[config.mk]
export PLATFORM = sky130hd
export DESIGN_NAME = alu_issue_flat
export DESIGN_NICKNAME = d
export VERILOG_FILES = /design/src/rtl/alu_pkg.sv /design/src/rtl/alu_issue_if.sv /design/src/rtl/alu_ctrl_dec.sv /design/src/rtl/alu_issue.sv /design/src/flat_wrapper.sv
export SDC_FILE = /design/constraint.sdc
export NUM_CORES = 1
export LEC_CHECK = 0
export BUFFER_PORTS_ARGS = -buffer_cell sky130_fd_sc_hd__buf_2
export CORE_MARGIN = 8
export CORE_UTILIZATION = 43
export DETAILED_ROUTE_END_ITERATION = 12
export GPL_ROUTABILITY_DRIVEN = 0
export GPL_TIMING_DRIVEN = 0
export PLACE_DENSITY = 0.79
export SYNTH_ARGS = -nofsm -noshare
export SYNTH_HDL_FRONTEND = slang
export SYNTH_SLANG_ARGS = --single-unit
[constraint.sdc]
create_clock -name clk -period 1.4 [get_ports clk]
set_input_delay 0.14 -clock clk [delete_from_list [all_inputs] [get_ports clk]]
set_output_delay 0.14 -clock clk [all_outputs]
set_load 0.02 [all_outputs]
[src/rtl/alu_pkg.sv]
// alu_issue shared constants: ALU control codes, ALUOp, R-type funct, FSM states.
// Used by the decoder, the issue stage and the bench.
package alu_pkg;

  localparam logic [2:0] ALU_AND = 3'b000;
  localparam logic [2:0] ALU_OR  = 3'b001;
  localparam logic [2:0] ALU_ADD = 3'b010;
  localparam logic [2:0] ALU_ILL = 3'b011;
  localparam logic [2:0] ALU_SUB = 3'b110;
  localparam logic [2:0] ALU_SLT = 3'b111;

  localparam logic [1:0] ALUOP_MEM   = 2'b00;
  localparam logic [1:0] ALUOP_BEQ   = 2'b01;
  localparam logic [1:0] ALUOP_RTYPE = 2'b10;
  localparam logic [1:0] ALUOP_RSVD  = 2'b11;

  localparam logic [5:0] FN_ADD = 6'b100000;
  localparam logic [5:0] FN_SUB = 6'b100010;
  localparam logic [5:0] FN_AND = 6'b100100;
  localparam logic [5:0] FN_OR  = 6'b100101;
  localparam logic [5:0] FN_SLT = 6'b101010;

  typedef enum logic [1:0] {
    ST_IDLE,
    ST_EXEC,
    ST_DONE
  } state_t;

endpackage

[src/rtl/alu_issue_if.sv]
// alu_issue bus: decode-side handshake, ALU drive/response, downstream handshake.
// slave is the issue block; master is its surroundings.
interface alu_issue_if #(
  parameter int WIDTH = 32
);
  logic             in_valid;
  logic             in_ready;
  logic [1:0]       in_aluop;
  logic [5:0]       in_funct;
  logic [WIDTH-1:0] in_a;
  logic [WIDTH-1:0] in_b;
  logic [WIDTH-1:0] alu_a;
  logic [WIDTH-1:0] alu_b;
  logic [2:0]       alu_control;
  logic [WIDTH-1:0] alu_result;
  logic             alu_zero;
  logic             out_valid;
  logic             out_ready;
  logic [WIDTH-1:0] out_result;
  logic             out_zero;
  logic             out_illegal;

  modport slave (
    input  in_valid, in_aluop, in_funct, in_a, in_b,
    input  alu_result, alu_zero, out_ready,
    output in_ready, alu_a, alu_b, alu_control,
    output out_valid, out_result, out_zero, out_illegal
  );

  modport master (
    output in_valid, in_aluop, in_funct, in_a, in_b,
    output alu_result, alu_zero, out_ready,
    input  in_ready, alu_a, alu_b, alu_control,
    input  out_valid, out_result, out_zero, out_illegal
  );
endinterface

[src/rtl/alu_ctrl_dec.sv]
// Combinational ALUOp/funct -> ALU control decoder.
// Unknown encodings map to ALU_ILL and raise illegal.
module alu_ctrl_dec
  import alu_pkg::*;
(
  input  logic [1:0] aluop,
  input  logic [5:0] funct,
  output logic [2:0] control,
  output logic       illegal
);

  always_comb begin
    control = ALU_ILL;
    illegal = 1'b1;
    unique case (1'b1)
      (aluop == ALUOP_MEM): begin
        control = ALU_ADD;
        illegal = 1'b0;
      end
      (aluop == ALUOP_BEQ): begin
        control = ALU_SUB;
        illegal = 1'b0;
      end
      (aluop == ALUOP_RTYPE): begin
        illegal = 1'b0;
        unique case (1'b1)
          (funct == FN_ADD): control = ALU_ADD;
          (funct == FN_SUB): control = ALU_SUB;
          (funct == FN_AND): control = ALU_AND;
          (funct == FN_OR):  control = ALU_OR;
          (funct == FN_SLT): control = ALU_SLT;
          default: begin
            control = ALU_ILL;
            illegal = 1'b1;
          end
        endcase
      end
      default: ;
    endcase
  end

endmodule

[src/rtl/alu_issue.sv]
// ALU issue stage: IDLE/EXEC/DONE sequencer around an external ALU.
// Define ALU_ISSUE_ILLEGAL_TRAP_EN to flag illegal ops and zero their result.
module alu_issue
  import alu_pkg::*;
#(
  parameter int WIDTH = 32
) (
  input  logic clk,
  input  logic reset,
  input  logic flush,
  alu_issue_if.slave bus
);

  state_t     state;
  logic       accept;
  logic [2:0] dec_ctrl;
  logic       dec_ill;

  alu_ctrl_dec u_dec (
    .aluop   (bus.in_aluop),
    .funct   (bus.in_funct),
    .control (dec_ctrl),
    .illegal (dec_ill)
  );

  assign bus.in_ready = !reset && !flush &&
    ((state == ST_IDLE) ||
     ((state == ST_DONE) && bus.out_ready));

  assign accept = bus.in_valid && bus.in_ready;

`ifdef ALU_ISSUE_ILLEGAL_TRAP_EN
  logic ill_op;
  logic ill_q;

  assign bus.out_illegal = ill_q;
`else
  logic unused_ill;

  assign unused_ill      = dec_ill;
  assign bus.out_illegal = 1'b0;
`endif

  always_ff @(posedge clk) begin
    if (reset) begin
      state           <= ST_IDLE;
      bus.out_valid   <= 1'b0;
      bus.out_result  <= '0;
      bus.out_zero    <= 1'b0;
      bus.alu_a       <= '0;
      bus.alu_b       <= '0;
      bus.alu_control <= ALU_ADD;
`ifdef ALU_ISSUE_ILLEGAL_TRAP_EN
      ill_op          <= 1'b0;
      ill_q           <= 1'b0;
`endif
    end else if (flush) begin
      state         <= ST_IDLE;
      bus.out_valid <= 1'b0;
    end else begin
      // accept is only possible in IDLE or in DONE while retiring
      if (accept) begin
        bus.alu_a       <= bus.in_a;
        bus.alu_b       <= bus.in_b;
        bus.alu_control <= dec_ctrl;
`ifdef ALU_ISSUE_ILLEGAL_TRAP_EN
        ill_op          <= dec_ill;
`endif
      end
      unique case (state)
        ST_IDLE: begin
          if (accept) state <= ST_EXEC;
        end
        ST_EXEC: begin
`ifdef ALU_ISSUE_ILLEGAL_TRAP_EN
          ill_q <= ill_op;
          if (ill_op) begin
            bus.out_result <= '0;
            bus.out_zero   <= 1'b1;
          end else begin
            bus.out_result <= bus.alu_result;
            bus.out_zero   <= bus.alu_zero;
          end
`else
          bus.out_result <= bus.alu_result;
          bus.out_zero   <= bus.alu_zero;
`endif
          bus.out_valid <= 1'b1;
          state         <= ST_DONE;
        end
        ST_DONE: begin
          if (bus.out_ready) begin
            bus.out_valid <= 1'b0;
            state         <= accept ? ST_EXEC : ST_IDLE;
          end
        end
        default: state <= ST_IDLE;
      endcase
    end
  end

endmodule
[src/flat_wrapper.sv]
// flat-port wrapper written by rule: the top's interface ports become plain ports
module alu_issue_flat import alu_pkg::*;
#(
  parameter int WIDTH = 32
)
  (clk, reset, flush, bus_in_valid, bus_in_aluop, bus_in_funct, bus_in_a, bus_in_b, bus_alu_result, bus_alu_zero, bus_out_ready, bus_in_ready, bus_alu_a, bus_alu_b, bus_alu_control, bus_out_valid, bus_out_result, bus_out_zero, bus_out_illegal);
  alu_issue_if #(.WIDTH(WIDTH)) bus_i ();
  input  logic clk;
  input  logic reset;
  input  logic flush;
  input wire logic [$bits(bus_i.in_valid)-1:0] bus_in_valid;
  input wire logic [$bits(bus_i.in_aluop)-1:0] bus_in_aluop;
  input wire logic [$bits(bus_i.in_funct)-1:0] bus_in_funct;
  input wire logic [$bits(bus_i.in_a)-1:0] bus_in_a;
  input wire logic [$bits(bus_i.in_b)-1:0] bus_in_b;
  input wire logic [$bits(bus_i.alu_result)-1:0] bus_alu_result;
  input wire logic [$bits(bus_i.alu_zero)-1:0] bus_alu_zero;
  input wire logic [$bits(bus_i.out_ready)-1:0] bus_out_ready;
  output wire logic [$bits(bus_i.in_ready)-1:0] bus_in_ready;
  output wire logic [$bits(bus_i.alu_a)-1:0] bus_alu_a;
  output wire logic [$bits(bus_i.alu_b)-1:0] bus_alu_b;
  output wire logic [$bits(bus_i.alu_control)-1:0] bus_alu_control;
  output wire logic [$bits(bus_i.out_valid)-1:0] bus_out_valid;
  output wire logic [$bits(bus_i.out_result)-1:0] bus_out_result;
  output wire logic [$bits(bus_i.out_zero)-1:0] bus_out_zero;
  output wire logic [$bits(bus_i.out_illegal)-1:0] bus_out_illegal;
  assign bus_i.in_valid = bus_in_valid;
  assign bus_i.in_aluop = bus_in_aluop;
  assign bus_i.in_funct = bus_in_funct;
  assign bus_i.in_a = bus_in_a;
  assign bus_i.in_b = bus_in_b;
  assign bus_i.alu_result = bus_alu_result;
  assign bus_i.alu_zero = bus_alu_zero;
  assign bus_i.out_ready = bus_out_ready;
  assign bus_in_ready = bus_i.in_ready;
  assign bus_alu_a = bus_i.alu_a;
  assign bus_alu_b = bus_i.alu_b;
  assign bus_alu_control = bus_i.alu_control;
  assign bus_out_valid = bus_i.out_valid;
  assign bus_out_result = bus_i.out_result;
  assign bus_out_zero = bus_i.out_zero;
  assign bus_out_illegal = bus_i.out_illegal;
  alu_issue #(.WIDTH(WIDTH)) u_core (.clk(clk), .reset(reset), .flush(flush), .bus(bus_i));
endmodule
==> results.py, run 1 <==
metrics = {
    "sta": {
        "holdWs_ns": 0.0119,
        "slew_viol_final": 0,
        "post-route-min-period_ns": 1.31,
        "fmaxAchievable_mhz": 762,
        "tightest_slew_ns": 0.518,
        "finClkSkew_ns": 0.0143,
        "rsz0062_at_grt": "no",
        "slew_headroom_pct": 65.5,
        "final_hold_viol_count": 0,
        "period_share_pct": 93.7,
        "finalSetupViolCount": 0,
        "worst_slack_ns": 0.0882,
    },
    "cts": {
        "clock_latency_ns": 0.36,
        "clkTransAtPathRegs_ns": 0.10,
        "cts_num_sinks": 103,
        "ctsLongestPathBuffers": 2,
        "htreeDepth": 3,
        "cts-root-buf": "clkbuf_8",
        "post_cts_buffers": 0,
        "cts_buffers": 9,
        "cts_tree": "done",
    },
    "setup_path": {
        "critical_path.startpoint": "u_core.state[1]",
        "r2r_cells": 5,
        "reg2reg_slack_ns": 0.09,
        "crit_chain": "nand2b_4 > or2_2 > buf_4 > nand2_1 > a21oi_1",
        "crit_end": "u_core.bus.out_result[18]",
        "crit_cells": 5,
        "r2r-end": "u_core.bus.out_result[18]",
        "crit_fanout": 10,
        "critPathLaunchType": "flop",
        "cpPeakStageDelay_ns": 0.36,
        "slowest_stage": "dfxtp_2",
        "critPathKind": "reg2reg",
        "worstPathRequired_ns": 1.61,
        "crit_family": "simple AND/OR/NAND/NOR gates",
        "crit_path_end_kind": "flop",
        "cp_num_buf_inv": 1,
        "r2r-start": "u_core.state[1]",
        "cp_data_arrival_time_ns": 1.52,
    },
    "die": {
        "dieArea_sq_um": 11600,
        "die_y_microns": 108,
        "start_util_pct": 44.2,
        "pin_count": 213,
        "die_x_microns": 108,
        "rows": 33,
        "core_area_sq_um": 8220,
    },
    "placement": {
        "place_area_sq_um": 4820,
        "dp_hpwl_microns": 9080,
        "port_buffers": 211,
        "place_ws_ns": -0.0367,
    },
    "final_layout": {
        "area_growth_pct": 42.5,
        "final_area_sq_um": 5170,
        "layout_commonest_cell": "buf_2",
        "nNetsFinal": 802,
        "final_cell_mix": "buf_2, nand2_1, dfxtp_1",
        "n_antenna_cell": 0,
        "final_core_util_pct": 63.0,
        "drive_above_1_share_pct": 36.8,
    },
    "logic_synthesis": {
        "syn-cell-area_sq_um": 3630,
        "yosys.area.top_type": "dfxtp_1",
        "syn-instance-count": 458,
        "yosys-top-cells-area": "dfxtp_1, nand2_1, a21oi_1",
        "synth-seq-cells": 103,
        "syn_avg_cell_area_sq_um": 7.93,
        "synth_top_area_share_pct": 56.8,
        "yosysSeqAreaShare_pct": 56.8,
        "yosysWarnings": 0,
        "ys_types": 26,
        "synthesis.nets": 568,
    },
    "route": {
        "drt_drc_violations_left": 0,
        "wirelength_microns": 11500,
        "vias": 3715,
        "drt-initial-drc-count": 140,
        "dr.pass1.iters": 4,
        "viasPerCell": 4.64,
        "final_antenna_net_count": 0,
        "wl_per_cell_microns": 14.3,
    },
    "global_routing": {
        "grtUsageTotal_pct": 18.9,
        "antenna_found_initial": 0,
        "grt_max_degree": 17,
        "grt_overflow": 0,
        "grt_pass1_wl_microns": 17700,
        "grt_pass1_vias": 3748,
    },
    "flow_run": {
        "maxCapViolCount": 0,
    },
    "pwr": {
        "vdd_drop_max_mv": 0.702,
        "p_leak_nw": 2.38,
        "cellPowerDensity_nw_per_um2": 1040,
        "finalPower_mw": 5.38,
    },
    "outcome": {
        "outcome": "finished, final reports clean",
    },
    "hold_path": {
        "hp-class": "in2reg",
    },
}
==> cells by family after synthesis <==
kind of cell | count (synthesis) | synth area share (%)
AO/OA/AOI/OAI | 103 | 14.4
buffers and inverters | 35 | 4.79
flip-flops | 103 | 56.8
other | 1 | 0.103
AND/OR/NAND/NOR | 216 | 23.9
==> metal layers <==
| metal | global-route usage [%] | share of wire (%) | up-vias |
|---|---|---|---|
| met1 | 20.8 | 40 | 1612 |
| met4 | 6.54 | 1.6 | 0 |
| met3 | 9.22 | 12 | 15 |
| met2 | 30.8 | 46 | 157 |
| li1 | - | - | 1931 |
| met5 | 0 | 0 | - |
==> worst min path at each step <==
stage                                       to    startpoint  slack, ns  cells after the start
after floorplan            u_core.bus.alu_b[0]   bus_in_b[0]       0.28                      2
after global placement    u_core.bus.alu_a[14]  bus_in_a[14]       0.38                      3
after detailed placement   u_core.bus.alu_a[7]   bus_in_a[7]       0.39                      3
after CTS                 u_core.bus.alu_a[16]  bus_in_a[16]      0.001                      3
after global routing      u_core.bus.alu_a[13]  bus_in_a[13]      0.001                      3
final                     u_core.bus.alu_a[21]  bus_in_a[21]       0.01                      3
==> per-stage QoR <==
stage | TNS (ns) | cells
2_1_floorplan | 0 | 458
3_3_place_gp | 0 | 774
3_5_place_dp | -0.571 | 774
4_1_cts | 0 | 792
5_1_grt | 0 | 801
6_report | 0 | 801
==> sequential cells by signal (all words and copies together), names as in the netlist <==
register and cells:
u_core.state 2, u_core.bus.out_zero 1, u_core.bus.alu_b 32, u_core.bus.alu_control 3, u_core.bus.out_valid 1, u_core.bus.out_result 32, u_core.bus.alu_a 32
==> layout make-up <==
cell class,count,area (sq um)
buffer,32,186
inverter,2,10.0
multi-input combinational,320,1420
sequential,103,2060
clock inverter,4,32.5
tap,105,131
fill,750,3040
timing repair buffer,224,1190
clock buffer,11,141
==> tightest hold or removal path: cells and delay by family <==
kind            cells  cell delay, ns
buf+inv             1            0.09
compound gates      1            0.05
simple gates        1            0.05
==> what timing repair did <==
action | in CTS | in global routing
hold buffers | 3 | 10
endpoints found under the hold margin | 3 | 10
gates resized for setup | 2 | 20
setup endpoints to repair | 30 | 89
==> report_power, final <==
part / switching (mW) / leakage, nW / internal (mW)
registers: 0.0410 / 0.836 / 3.01
clock network: 0.980 / 0.0816 / 0.694
logic: 0.372 / 1.46 / 0.281
==> cell usage after synthesis <==
master	count
nand3_1	1
buf_6	2
buf_2	16
nand3b_1	1
nand2_1	197
or3b_2	1
nor2_1	5
inv_1	1
nor4b_1	1
o21bai_1	1
nand4b_1	1
inv_2	1
a311oi_1	1
nand4b_2	1
nor2_2	1
dfxtp_1	103
and3b_1	1
a21oi_1	100
a21boi_0	1
buf_4	2
nand4_1	1
or2_2	1
clkbuf_1	13
nand2b_1	3
nor3b_1	1
conb_1	1
(Power assumes the default switching activity.)
==> run 2, diff against run 1 <==
Settings changed: PLACE_DENSITY 0.79 to 0.81.
==> results.py, run 2 (synthesis results as in run 1) <==
metrics = {
    "setup_path": {
        "slowest_stage": "dfxtp_2",
        "crit_family": "buffers and inverters",
        "crit_chain": "nand2b_4 > nand4b_4 > clkinv_4 > buf_6 > buf_6 > nand2_1 > a21oi_1",
        "r2r_cells": 7,
        "critPathLaunchType": "flop",
        "crit_path_end_kind": "flop",
        "worstPathRequired_ns": 1.66,
        "crit_fanout": 10,
        "critPathKind": "reg2reg",
        "cpPeakStageDelay_ns": 0.36,
        "cpMostUsedCell": "buf_6",
        "cp_num_buf_inv": 3,
        "cp_data_arrival_time_ns": 1.58,
        "crit_cells": 7,
    },
    "die": {
        "die_y_microns": 108,
        "start_util_pct": 44.2,
        "pin_count": 213,
        "die_x_microns": 108,
        "dieArea_sq_um": 11600,
        "core_area_sq_um": 8220,
        "rows": 33,
    },
    "cts": {
        "clock_latency_ns": 0.35,
        "clkTransAtPathRegs_ns": 0.10,
        "cts_tree": "done",
        "cts-root-buf": "clkbuf_8",
        "cts_num_sinks": 103,
        "cts_buffers": 9,
        "htreeDepth": 3,
        "ctsLongestPathBuffers": 2,
    },
    "placement": {
        "dp_hpwl_microns": 9380,
        "place_area_sq_um": 4820,
        "port_buffers": 211,
        "place_ws_ns": -0.0752,
    },
    "pwr": {
        "p_leak_nw": 2.41,
        "cellPowerDensity_nw_per_um2": 1050,
        "vdd_drop_max_mv": 0.559,
    },
    "sta": {
        "post-route-min-period_ns": 1.31,
        "finClkSkew_ns": 0.0164,
        "finalSetupViolCount": 0,
        "slew_headroom_pct": 59.1,
        "final_hold_viol_count": 0,
        "fmaxAchievable_mhz": 762,
        "slew_viol_final": 0,
        "period_share_pct": 93.8,
        "worst_slack_ns": 0.0869,
        "tightest_slew_ns": 0.614,
    },
    "final_layout": {
        "n_antenna_cell": 0,
        "drive_above_1_share_pct": 36.6,
        "reg_top3": "u_core.bus.alu_a (32), u_core.bus.alu_b (32), u_core.bus.out_result (32)",
        "final_cell_mix": "buf_2, nand2_1, dfxtp_1",
        "final_area_sq_um": 5230,
        "area_growth_pct": 44.2,
        "nNetsFinal": 805,
        "layout_commonest_cell": "buf_2",
    },
    "route": {
        "viasPerCell": 4.83,
        "drt-initial-drc-count": 167,
        "wl_per_cell_microns": 15.0,
        "drt_drc_violations_left": 0,
        "wirelength_microns": 12100,
        "dr.pass1.iters": 5,
        "vias": 3891,
        "final_antenna_net_count": 0,
    },
    "global_routing": {
        "grt_pass1_wl_microns": 18700,
        "grtUsageTotal_pct": 19.9,
        "grt_pass1_vias": 3920,
        "grt_overflow": 0,
        "antenna_found_initial": 0,
        "grt_max_degree": 17,
    },
    "flow_run": {
        "maxCapViolCount": 0,
    },
    "outcome": {
        "outcome": "finished, final reports clean",
    },
    "hold_path": {
        "hp-class": "in2reg",
        "holdPathStages": 3,
    },
}
run 2: through the flow:
stage / total power [mW] / hold WS, ns / util [%] / setup TNS, ns / std cells
after floorplan: 3.43 / 0.276 / - / 0 / 458
after global placement: 3.72 / 0.380 / 58.6 / 0 / 774
after detailed placement: 3.75 / 0.386 / 58.6 / -0.900 / 774
after CTS: 5.57 / 0.00000394 / 63.3 / 0 / 806
after global routing: 5.76 / 0.000173 / 63.7 / -0.0107 / 805
final: 5.52 / 0.0204 / 63.7 / 0 / 805
run 2: metal layers:
metal	GRT usage (%)	share of wire, %	up-vias
li1	-	-	1945
met1	20.7	38	1749
met2	35.7	49	187
met3	8.38	12	10
met4	5.85	0.91	0
met5	0	0	-
run 2: area by class of cell:
class | instances | area [sq um]
fill | 719 | 2980
sequential | 103 | 2060
multi-input combinational | 320 | 1420
timing repair buffer | 228 | 1220
buffer | 31 | 191
clock buffer | 11 | 131
tap | 105 | 131
clock inverter | 5 | 58.8
inverter | 2 | 12.5
run 2: final timing paths:
kind                                                 from                        end  slack, ns
worst max-delay path                      u_core.state[1]       u_core.bus.alu_a[13]       0.09
worst min-delay path                    bus_alu_result[5]   u_core.bus.out_result[5]       0.02
worst max register to register            u_core.state[1]       u_core.bus.alu_a[13]       0.09
worst min register to register  u_core.bus.out_result[23]  u_core.bus.out_result[23]       0.46
run 2: worst register-to-register path: cells and delay by family, from the launching register on:
family | cells | cell delay (ns)
buf+inv | 3 | 0.40
flops | 1 | 0.36
simple gates | 3 | 0.32
compound gates | 1 | 0.15
run 2: timing repair:
item,CTS,global route
setup buffers,0,1
hold buffers,16,0
pin swaps,1,1
setup endpoints to repair,51,89
gates resized for setup,11,13
endpoints found under the hold margin,16,0
run 2: power breakdown:
group          switching [mW]  total [mW]  internal (mW)
Sequential             0.0445        3.06           3.01
Clock                   0.958        1.79          0.830
Combinational           0.382       0.671          0.289
Total                    1.38        5.52           4.13
==> run 3, diff against run 2 <==
Settings changed: CORE_ASPECT_RATIO from default to 0.5, CORE_UTILIZATION 43 to 44, PLACE_DENSITY 0.81 to 0.8, SYNTH_HIERARCHICAL from default to 1.
==> results.py, run 3 <==
metrics = {
    "hold_path": {
        "hold_end": "u_core/bus.out_result[7]",
        "holdPathStages": 3,
        "holdCritStartpoint": "bus_alu_result[7]",
        "hp-class": "in2reg",
    },
    "global_routing": {
        "grtUsageTotal_pct": 20.4,
        "antenna_found_initial": 1,
        "grt_overflow": 0,
        "grt_pass1_vias": 4122,
        "grt_max_degree": 17,
        "grt_pass1_wl_microns": 20100,
    },
    "setup_path": {
        "critPathKind": "reg2reg",
        "reg2reg_slack_ns": -0.22,
        "crit_fanout": 10,
        "slowest_stage": "or4b_4",
        "worstPathRequired_ns": 1.61,
        "cp_data_arrival_time_ns": 1.83,
        "critPathLaunchType": "flop",
        "cpPeakStageDelay_ns": 0.57,
        "crit_chain": "or4b_4 > buf_6 > clkbuf_8 > o21ai_1 > a21oi_1",
        "r2r-start": "u_core/state[0]",
        "r2r-end": "u_core/bus.alu_b[29]",
        "critical_path.startpoint": "u_core/state[0]",
        "r2r_cells": 5,
        "crit_path_end_kind": "flop",
    },
    "route": {
        "top_layer_used": "met5",
        "route.met2.wl_microns": 6880,
        "wirelength_microns": 13700,
        "wl_per_cell_microns": 16.4,
        "dr.pass1.iters": 4,
        "m1WireLength_microns": 5290,
        "final_antenna_net_count": 0,
        "viasPerCell": 5.22,
        "wl_met3_microns": 999,
        "drt-initial-drc-count": 302,
        "vias": 4346,
        "drt_drc_violations_left": 0,
    },
    "final_layout": {
        "nNetsFinal": 822,
        "layout_commonest_cell": "buf_2",
        "n_antenna_cell": 0,
        "drive_above_1_share_pct": 46.8,
        "reg_top3": "u_core/bus.alu_a (32), u_core/bus.alu_b (32), u_core/bus.out_result (32)",
        "final_core_util_pct": 67.9,
        "final_cell_mix": "buf_2, dfxtp_1, a21oi_1",
        "final_area_sq_um": 5850,
        "area_growth_pct": 51.8,
        "fill_cells": 728,
        "multiInputGateArea_sq_um": 1810,
        "ff_latch_area_sq_um": 2070,
    },
    "sta": {
        "post-route-min-period_ns": 1.62,
        "fmaxAchievable_mhz": 618,
        "period_share_pct": 116,
        "slew_viol_final": 0,
        "tightest_slew_ns": 0.606,
        "rsz0062_at_grt": "yes",
        "final_hold_viol_count": 0,
        "finClkSkew_ns": 0.00832,
        "finalSetupViolCount": 79,
        "holdWs_ns": 0.0301,
        "worst_slack_ns": -0.218,
        "slew_headroom_pct": 59.6,
    },
    "outcome": {
        "outcome": "finished with violations",
        "failed_checks": "negative setup slack",
    },
    "logic_synthesis": {
        "syn-instance-count": 474,
        "syn-cell-area_sq_um": 3850,
        "syn_avg_cell_area_sq_um": 8.13,
        "yosysWarnings": 6,
        "synthesis.nets": 584,
    },
    "placement": {
        "place_ws_ns": -0.534,
        "port_buffers": 210,
        "dp_hpwl_microns": 9520,
        "place_area_sq_um": 5060,
    },
    "pwr": {
        "vdd_drop_max_mv": 0.715,
        "p_leak_nw": 2.56,
        "cellPowerDensity_nw_per_um2": 1040,
    },
    "die": {
        "die_y_microns": 82.2,
        "core_area_sq_um": 8620,
        "dieArea_sq_um": 12200,
        "pin_count": 213,
        "die_x_microns": 148,
        "start_util_pct": 44.7,
        "rows": 24,
    },
    "cts": {
        "ctsLongestPathBuffers": 2,
        "htreeDepth": 3,
        "cts-root-buf": "clkbuf_16",
        "clock_latency_ns": 0.34,
        "cts_num_sinks": 103,
        "cts_buffers": 9,
        "clkTransAtPathRegs_ns": 0.07,
        "cts_tree": "done",
        "ctsHoldBuffers": 0,
    },
    "flow_run": {
        "maxCapViolCount": 0,
    },
}
## run 3: changes by cell type in the layout (fill, tap and decap cells not counted), moves of 8 or more
cell,delta
nand2_1,-145
nand3_1,+65
o21ai_2,+24
o21ai_0,+22
o21ai_1,+19
dlygate4sd3_1,-16
nand2_2,+13
a21oi_1,-12
a21oi_2,+11
clkbuf_16,+10
clkbuf_2,+8
## run 3: layer usage
layer / vias up / track usage, %
li1: 2124 / -
met1: 1996 / 21.9
met2: 180 / 36.7
met3: 44 / 6.42
met4: 2 / 10.8
met5: - / 0
## run 3: worst max-delay path by stage
| stage | cells after the start | to | slack (ns) |
|---|---|---|---|
| floorplan | 4 | u_core/bus.alu_control[1] | -0.13 |
| global placement | 5 | bus_in_ready | -0.47 |
| detailed placement | 5 | u_core/bus.alu_a[5] | -0.53 |
| CTS | 4 | u_core/bus.alu_control[1] | -0.23 |
| global route | 5 | u_core/bus.alu_b[29] | -0.24 |
| finish | 5 | u_core/bus.alu_b[29] | -0.22 |
## run 3: where the power goes
part	internal (mW)	switching (mW)	total (mW)
combinational	0.312	0.416	0.727
sequential	3.01	0.0448	3.05
clock	1.24	1.08	2.32
## run 3: area by class of cell
cell class	count	area share, %
Clock buffer	10	4.09
Tap cell	117	2.50
Timing Repair Buffer	228	20.9
Clock inverter	5	0.599
Multi-Input combinational cell	321	30.9
Sequential cell	103	35.4
Inverter	2	0.128
Buffer	47	5.48
## run 3: repair_timing
action	CTS	global route
pin swaps	1	25
gates cloned	1	3
endpoints found under the setup margin	99	99
endpoints found under the hold margin	0	0
setup buffers	7	7
resized for setup	72	112
## run 3: worst max-delay path, delay by kind of cell (launching register included)
| family | cells | cell delay, ns |
|---|---|---|
| compound gates | 2 | 0.22 |
| buf+inv | 2 | 0.34 |
| simple gates | 1 | 0.57 |
| flops | 1 | 0.36 |
## run 3: metrics by stage
stage	cells	setup TNS, ns	total power [mW]
2_1_floorplan	474	-2.43	3.43
3_3_place_gp	801	-19.34	3.73
3_5_place_dp	801	-21.16	3.74
4_1_cts	823	-10.41	6.09
5_1_grt	833	-13.44	6.34
6_report	833	-10.10	6.10
